**src/rtl/game_pkg.sv**
```systemverilog
// rtl/game_pkg.sv - shared tile codes, grid geometry and colour constants
// Contents: tile codes (2b), grid/tile sizes, blink period, RGB colours,
// and tile_colour() mapping a tile code plus blink phase to RGB.
package game_pkg;

   localparam int TILE_PX      = 20;
   localparam int GRID_W       = 32;
   localparam int GRID_H       = 24;
   localparam int BLINK_FRAMES = 16;

   typedef enum logic [1:0] {
      TILE_EMPTY = 2'd0,
      TILE_BODY  = 2'd1,
      TILE_HEAD  = 2'd2,
      TILE_FOOD  = 2'd3
   } tile_t;

   typedef struct packed {
      logic [7:0] r;
      logic [7:0] g;
      logic [7:0] b;
   } rgb_t;

   localparam rgb_t COL_BLACK  = 24'h000000;
   localparam rgb_t COL_GREY   = 24'h505050;
   localparam rgb_t COL_YELLOW = 24'hFFFF00;
   localparam rgb_t COL_GREEN  = 24'h00C800;
   localparam rgb_t COL_RED    = 24'hFF0000;

   // Colour of an interior tile; food is only lit during the "on" blink phase.
   function automatic rgb_t tile_colour(input logic [1:0] code, input logic blink_on);
      case (tile_t'(code))
         TILE_HEAD: return COL_YELLOW;
         TILE_BODY: return COL_GREEN;
         TILE_FOOD: return blink_on ? COL_RED : COL_BLACK;
         default:   return COL_BLACK;
      endcase
   endfunction

endpackage

```
**src/rtl/vga_sync_delay.sv**
```systemverilog
// rtl/vga_sync_delay.sv - N-stage enable-gated shift register for sync/blank strobes
// Ports: clk, reset (sync, active-high, loads RESET_VAL), en (advance),
// d (W-bit input), q (W-bit output, N enabled steps behind d).
module vga_sync_delay #(
   parameter int           N         = 2,
   parameter int           W         = 3,
   parameter logic [W-1:0] RESET_VAL = '0
) (
   input  logic         clk,
   input  logic         reset,
   input  logic         en,
   input  logic [W-1:0] d,
   output logic [W-1:0] q
);

   logic [W-1:0] stage [N];

   always_ff @(posedge clk) begin
      if (reset) begin
         for (int i = 0; i < N; i++) stage[i] <= RESET_VAL;
      end else if (en) begin
         stage[0] <= d;
         for (int i = 1; i < N; i++) stage[i] <= stage[i-1];
      end
   end

   assign q = stage[N-1];

endmodule

```
**src/rtl/vga_tile_renderer.sv**
```systemverilog
// rtl/vga_tile_renderer.sv - tile-grid pixel renderer behind the VGA timing generator
// Inputs : CLOCK_50, reset (sync, active-high), pix_en, x_in/y_in, hs_in, vs_in,
//          blank_n_in, tile_data (tile RAM read data, 1-clock latency).
// Outputs: tile_addr (row*32+col), VGA_R/G/B, VGA_HS/VS/BLANK_N (3 pix_en behind
//          the inputs), frame_start (one-clock pulse on vs_in falling edge).
module vga_tile_renderer #(
   parameter int TILE_PX      = game_pkg::TILE_PX,
   parameter int GRID_W       = game_pkg::GRID_W,
   parameter int GRID_H       = game_pkg::GRID_H,
   parameter int BLINK_FRAMES = game_pkg::BLINK_FRAMES
) (
   input  logic       CLOCK_50,
   input  logic       reset,
   input  logic       pix_en,
   input  logic [9:0] x_in,
   input  logic [9:0] y_in,
   input  logic       hs_in,
   input  logic       vs_in,
   input  logic       blank_n_in,
   output logic [9:0] tile_addr,
   input  logic [1:0] tile_data,
   output logic [7:0] VGA_R,
   output logic [7:0] VGA_G,
   output logic [7:0] VGA_B,
   output logic       VGA_HS,
   output logic       VGA_VS,
   output logic       VGA_BLANK_N,
   output logic       frame_start
);

   import game_pkg::*;

   localparam int FW = $clog2(BLINK_FRAMES);

   logic [4:0] col, sub_x, row, sub_y;
   logic [4:0] col_nxt, sub_x_nxt, row_nxt, sub_y_nxt;
   logic       synced, synced_nxt, border_nxt;
   logic       border1, valid1;
   logic [1:0] tile2;
   logic       border2, valid2;
   logic       hs2, vs2, blank2;
   logic       vs_q, blink;
   logic [FW-1:0] frame_cnt;
   rgb_t       pix_colour;

   // Counter values for the pixel being presented now; they are committed on
   // pix_en and also feed stage 1 directly, so no extra cycle is lost.
   always_comb begin
      col_nxt   = col;
      sub_x_nxt = sub_x;
      row_nxt   = row;
      sub_y_nxt = sub_y;
      if (x_in == 10'd0) begin
         col_nxt   = '0;
         sub_x_nxt = '0;
         if (y_in == 10'd0) begin
            row_nxt   = '0;
            sub_y_nxt = '0;
         end else if (sub_y == 5'(TILE_PX - 1)) begin
            sub_y_nxt = '0;
            if (row != 5'(GRID_H - 1)) row_nxt = row + 5'd1;
         end else begin
            sub_y_nxt = sub_y + 5'd1;
         end
      end else if (blank_n_in) begin
         if (sub_x == 5'(TILE_PX - 1)) begin
            sub_x_nxt = '0;
            if (col != 5'(GRID_W - 1)) col_nxt = col + 5'd1;
         end else begin
            sub_x_nxt = sub_x + 5'd1;
         end
      end
   end

   // Until a line start has been seen after reset the counters mean nothing,
   // so pixels are marked invalid and rendered black.
   assign synced_nxt = synced | (x_in == 10'd0);
   assign border_nxt = (col_nxt == 5'd0) || (col_nxt == 5'(GRID_W - 1)) ||
                       (row_nxt == 5'd0) || (row_nxt == 5'(GRID_H - 1));

   vga_sync_delay #(
      .N         (2),
      .W         (3),
      .RESET_VAL (3'b110)
   ) u_sync_delay (
      .clk   (CLOCK_50),
      .reset (reset),
      .en    (pix_en),
      .d     ({hs_in, vs_in, blank_n_in}),
      .q     ({hs2, vs2, blank2})
   );

   always_comb begin
      pix_colour = COL_BLACK;
      if (valid2 && blank2) begin
         if (border2) pix_colour = COL_GREY;
         else         pix_colour = tile_colour(tile2, blink);
      end
   end

   always_ff @(posedge CLOCK_50) begin
      if (reset) begin
         col         <= '0;
         sub_x       <= '0;
         row         <= '0;
         sub_y       <= '0;
         synced      <= 1'b0;
         tile_addr   <= '0;
         border1     <= 1'b0;
         valid1      <= 1'b0;
         tile2       <= '0;
         border2     <= 1'b0;
         valid2      <= 1'b0;
         VGA_R       <= '0;
         VGA_G       <= '0;
         VGA_B       <= '0;
         VGA_HS      <= 1'b1;
         VGA_VS      <= 1'b1;
         VGA_BLANK_N <= 1'b0;
      end else if (pix_en) begin
         col         <= col_nxt;
         sub_x       <= sub_x_nxt;
         row         <= row_nxt;
         sub_y       <= sub_y_nxt;
         synced      <= synced_nxt;
         // S1: address the tile RAM
         tile_addr   <= {row_nxt, col_nxt};
         border1     <= border_nxt;
         valid1      <= synced_nxt;
         // S2: RAM answered at least one clock ago
         tile2       <= tile_data;
         border2     <= border1;
         valid2      <= valid1;
         // S3: colour and syncs leave together
         {VGA_R, VGA_G, VGA_B} <= pix_colour;
         VGA_HS      <= hs2;
         VGA_VS      <= vs2;
         VGA_BLANK_N <= blank2;
      end
   end

   always_ff @(posedge CLOCK_50) begin
      if (reset) begin
         vs_q        <= 1'b0;
         frame_start <= 1'b0;
         frame_cnt   <= '0;
         blink       <= 1'b0;
      end else begin
         vs_q        <= vs_in;
         frame_start <= vs_q & ~vs_in;
         if (frame_start) begin
            if (frame_cnt == FW'(BLINK_FRAMES - 1)) begin
               frame_cnt <= '0;
               blink     <= ~blink;
            end else begin
               frame_cnt <= frame_cnt + 1'b1;
            end
         end
      end
   end

endmodule

```
**config.mk**
```make
export PLATFORM = sky130hd
export DESIGN_NAME = vga_tile_renderer
export DESIGN_NICKNAME = d
export VERILOG_FILES = /design/src/rtl/game_pkg.sv /design/src/rtl/vga_sync_delay.sv /design/src/rtl/vga_tile_renderer.sv
export SDC_FILE = /design/constraint.sdc
export NUM_CORES = 1
export LEC_CHECK = 0
export ABC_AREA = 0
export CAP_MARGIN = 20
export CORE_MARGIN = 2
export CORE_UTILIZATION = 40
export DETAILED_ROUTE_END_ITERATION = 12
export GPL_TIMING_DRIVEN = 0
export PLACE_DENSITY = 0.67
export SYNTH_ARGS = -nofsm -noshare
export SYNTH_HDL_FRONTEND = slang
export SYNTH_SLANG_ARGS = --single-unit
```
**constraint.sdc**
```tcl
create_clock -name CLOCK_50 -period 6 [get_ports CLOCK_50]
set_input_delay 0.9 -clock CLOCK_50 [delete_from_list [all_inputs] [get_ports CLOCK_50]]
set_output_delay 0.9 -clock CLOCK_50 [all_outputs]
set_load 0.005 [all_outputs]
```
==> results.sh <==
export IMPL_cts_root_buf="clkbuf_8"
export IMPL_fp_dieW_um=84.7
export IMPL_r2r_end="border1$_SDFFE_PP0P_"
export IMPL_skew_ps=2.80
export IMPL_maxSlewHeadroom_pct=61.3
export IMPL_drv_cap=0
export IMPL_synth_area_mm2=0.00260
export IMPL_grt_pass1_wl_mm=9.23
export IMPL_worst_setup_path_end_kind="register"
export IMPL_reg2reg_setup_slack_ps=3800
export IMPL_r2r_start="tile_addr[5]$_SDFFE_PP0P_"
export IMPL_avgSynthCellArea_um2=9.16
export IMPL_synthCells=284
export IMPL_endpoint="border1$_SDFFE_PP0P_"
export IMPL_yosysUniqueCellTypes=60
export IMPL_cts_buffers=5
export IMPL_row_count=29
export IMPL_multi_input_area_mm2=0.00134
export IMPL_firstDrtPassIters=4
export IMPL_dieHeight_um=84.7
export IMPL_finalSetupViolCount=0
export IMPL_die_area_mm2=0.00717
export IMPL_met3_usage_pct=3.83
export IMPL_clockBufferDepth=2
export IMPL_period_needed_ps=3090
export IMPL_clock_latency_ps=300
export IMPL_cts_num_sinks=49
export IMPL_yosys_warnings=0
export IMPL_synth_edf_count=6
export IMPL_antenna_cells=0
export IMPL_final_max_slew_viol_count=0
export IMPL_synthArstFlopShare_pct=0
export IMPL_final_util_pct=53.7
export IMPL_drive_gt1_share_pct=12.1
export IMPL_dp_hpwl_mm=4.12
export IMPL_outcome="complete, no violations"
export IMPL_synth_compound_area_share_pct=15.5
export IMPL_cp_max_fo=10
export IMPL_synthAdderAreaFrac_pct=3.37
export IMPL_cts_tree="built"
export IMPL_core_mm2=0.00631
export IMPL_place_gp_congestion=0.870
export IMPL_grt_met2_usage_pct=26.4
export IMPL_antenna_found_initial=0
export IMPL_finalHoldViolCount=0
export IMPL_synth_yosys_seq_area_share_pct=40.0
export IMPL_grt_busiest_layer="met2"
export IMPL_synthFlopType="dfxtp_1"
export IMPL_grt_start_max_net_pins=17
export IMPL_final_cell_mix="clkdlybuf4s50_1, dfxtp_1, nor2_1"
export IMPL_postCtsHoldBufs=0
export IMPL_wirelength_mm=5.42
export IMPL_detail_route_antenna_nets=0
export IMPL_vias=2235
export IMPL_grt_met1_usage_pct=20.2
export IMPL_final_common_cell="clkdlybuf4s50_1"
export IMPL_rsz0062_at_grt="no"
export IMPL_drc=0
export IMPL_p_leak_nw=1.28
export IMPL_cts_setup_buffers=0
export IMPL_power_density_mw_per_mm2=176
export IMPL_start_util_pct=41.2
export IMPL_cts_resized=0
export IMPL_fin_nets=389
export IMPL_drt_wirelength_per_cell_um=12.5
export IMPL_max_freq_mhz=323
export IMPL_ff_latch_area_mm2=0.00104
export IMPL_portBuffers=58
export IMPL_period_share_pct=51.5
export IMPL_fillers=609
export IMPL_r2r_cells=6
export IMPL_grt_remaining_overflow=0
export IMPL_cp_arrival_ps=3320
export IMPL_synth_xor_area_share_pct=2.36
export IMPL_peakVddDrop_v=0.0000909
export IMPL_dpl_instance_area_mm2=0.00330
export IMPL_startpoint="y_in[5]"
export IMPL_vias_per_cell=5.17
export IMPL_holdWs_ps=451
export IMPL_synth_top_family_by_area="simple AND/OR/NAND/NOR gates"
export IMPL_htreeDepth=2
export IMPL_crit_type="in2reg"
export IMPL_num_io_pins=66
export IMPL_fin_tns_setup_ps=0
export IMPL_crit_path_start_kind="input pin"
export IMPL_clk_pin_slew_ps=90
export IMPL_timing_hold_worst_class="reg2reg"
export IMPL_final_area_mm2=0.00339
export IMPL_drtIter0Drc=73
export IMPL_grt_pass1_vias=2043
export IMPL_worst_pin_slew_ps=578
export IMPL_muxShareOfSynthArea_pct=4.28
export IMPL_crit_required_ps=6230
export IMPL_synth_seq_cells=49
export IMPL_synth_simple_area_share_pct=25.2
export IMPL_syn_to_final_growth_pct=30.2
export IMPL_grt_usage_pct=15.7
## cell type report
type | count | area share [%]
Inverter | 9 | 0.997
Clock inverter | 3 | 0.628
Clock buffer | 5 | 2.03
Timing Repair Buffer | 58 | 17.1
Multi-Input combinational cell | 205 | 39.6
Sequential cell | 49 | 30.7
Tap cell | 77 | 2.84
Buffer | 26 | 6.02
## metrics by stage
step | setup slack [ps] | std cells | power [mW]
floorplan | 3220 | 289 | 0.380
global placement | 2560 | 424 | 0.409
detailed placement | 2590 | 424 | 0.410
CTS | 2890 | 432 | 0.605
global route | 2780 | 432 | 0.626
finish | 2910 | 432 | 0.596
## worst min-delay path by stage
stage	startpoint	endpoint	slack, ps	cells after the start
5_1_grt	valid1$_SDFFE_PP0P_	valid1$_SDFFE_PP0P_	490	2
3_3_place_gp	valid1$_SDFFE_PP0P_	valid1$_SDFFE_PP0P_	440	2
2_1_floorplan	valid1$_SDFFE_PP0P_	valid1$_SDFFE_PP0P_	430	2
6_report	valid1$_SDFFE_PP0P_	valid1$_SDFFE_PP0P_	450	2
4_1_cts	valid1$_SDFFE_PP0P_	valid1$_SDFFE_PP0P_	460	2
3_5_place_dp	valid1$_SDFFE_PP0P_	valid1$_SDFFE_PP0P_	440	2
## state kept, by name, summed over array words and instances, names as in the netlist, 2 cells and up
| name | flops |
|---|---|
| VGA_R | 2 |
| sub_y | 5 |
| tile_addr | 10 |
| tile2 | 2 |
| u_sync_delay.stage | 6 |
| frame_cnt | 4 |
| VGA_G | 4 |
| sub_x | 5 |
## layer usage
metal | share of wire [%] | vias to the layer above
met2 | 46 | 59
met4 | 1.1 | 0
met5 | 0 | -
met1 | 47 | 1024
met3 | 5.5 | 7
li1 | - | 1145
## cell usage after synthesis, drive strengths merged (2+ instances only)
cell type	number	area share (%)
ha	7	3.4
a21o	2	0.63
a22o	4	1.3
nor4	3	1.8
nand4	8	1.9
or4	2	0.72
a211o	2	0.67
a21oi	17	3.3
nor2b	6	1.4
and3	5	1.4
buf	20	6.2
or3	5	1.2
and2	4	1.0
inv	9	1.3
nand3	8	1.5
a31oi	5	1.2
a211oi	5	1.4
o2111ai	2	0.67
nor3b	3	0.87
clkbuf	6	1.6
and4	3	1.0
nand4b	3	1.0
mux2i	10	3.8
nand2b	8	1.9
edfxtp	6	6.9
nand2	17	2.5
dfxtp	43	33
nor2	31	4.6
xor2	3	1.0
xnor2	4	1.3
o21ai	14	2.7
a41oi	2	0.96
## power by group
| group | total [mW] | leakage, nW | switching (mW) | internal [mW] |
|---|---|---|---|---|
| clock | 0.194 | 0.0445 | 0.112 | 0.0828 |
| combinational | 0.0574 | 0.833 | 0.0236 | 0.0338 |
| sequential | 0.344 | 0.406 | 0.00527 | 0.339 |
## worst max-delay path: stages
cell and delay, ps:
clkdlybuf4s50_1 400, or4_4 540, nor4_4 490, nor2_1 150, a22o_1 240, a2111o_1 410
a41oi_2 190
## cells by family after synthesis
| family | Yosys count |
|---|---|
| buffers and inverters | 35 |
| DFF | 49 |
| AOI/OAI and AO/OA | 61 |
| other | 1 |
| muxes | 11 |
| adders and majority gates | 7 |
| xor gates and xnor gates | 7 |
| and+or+nand+nor | 113 |
(Power assumes the default switching activity.)
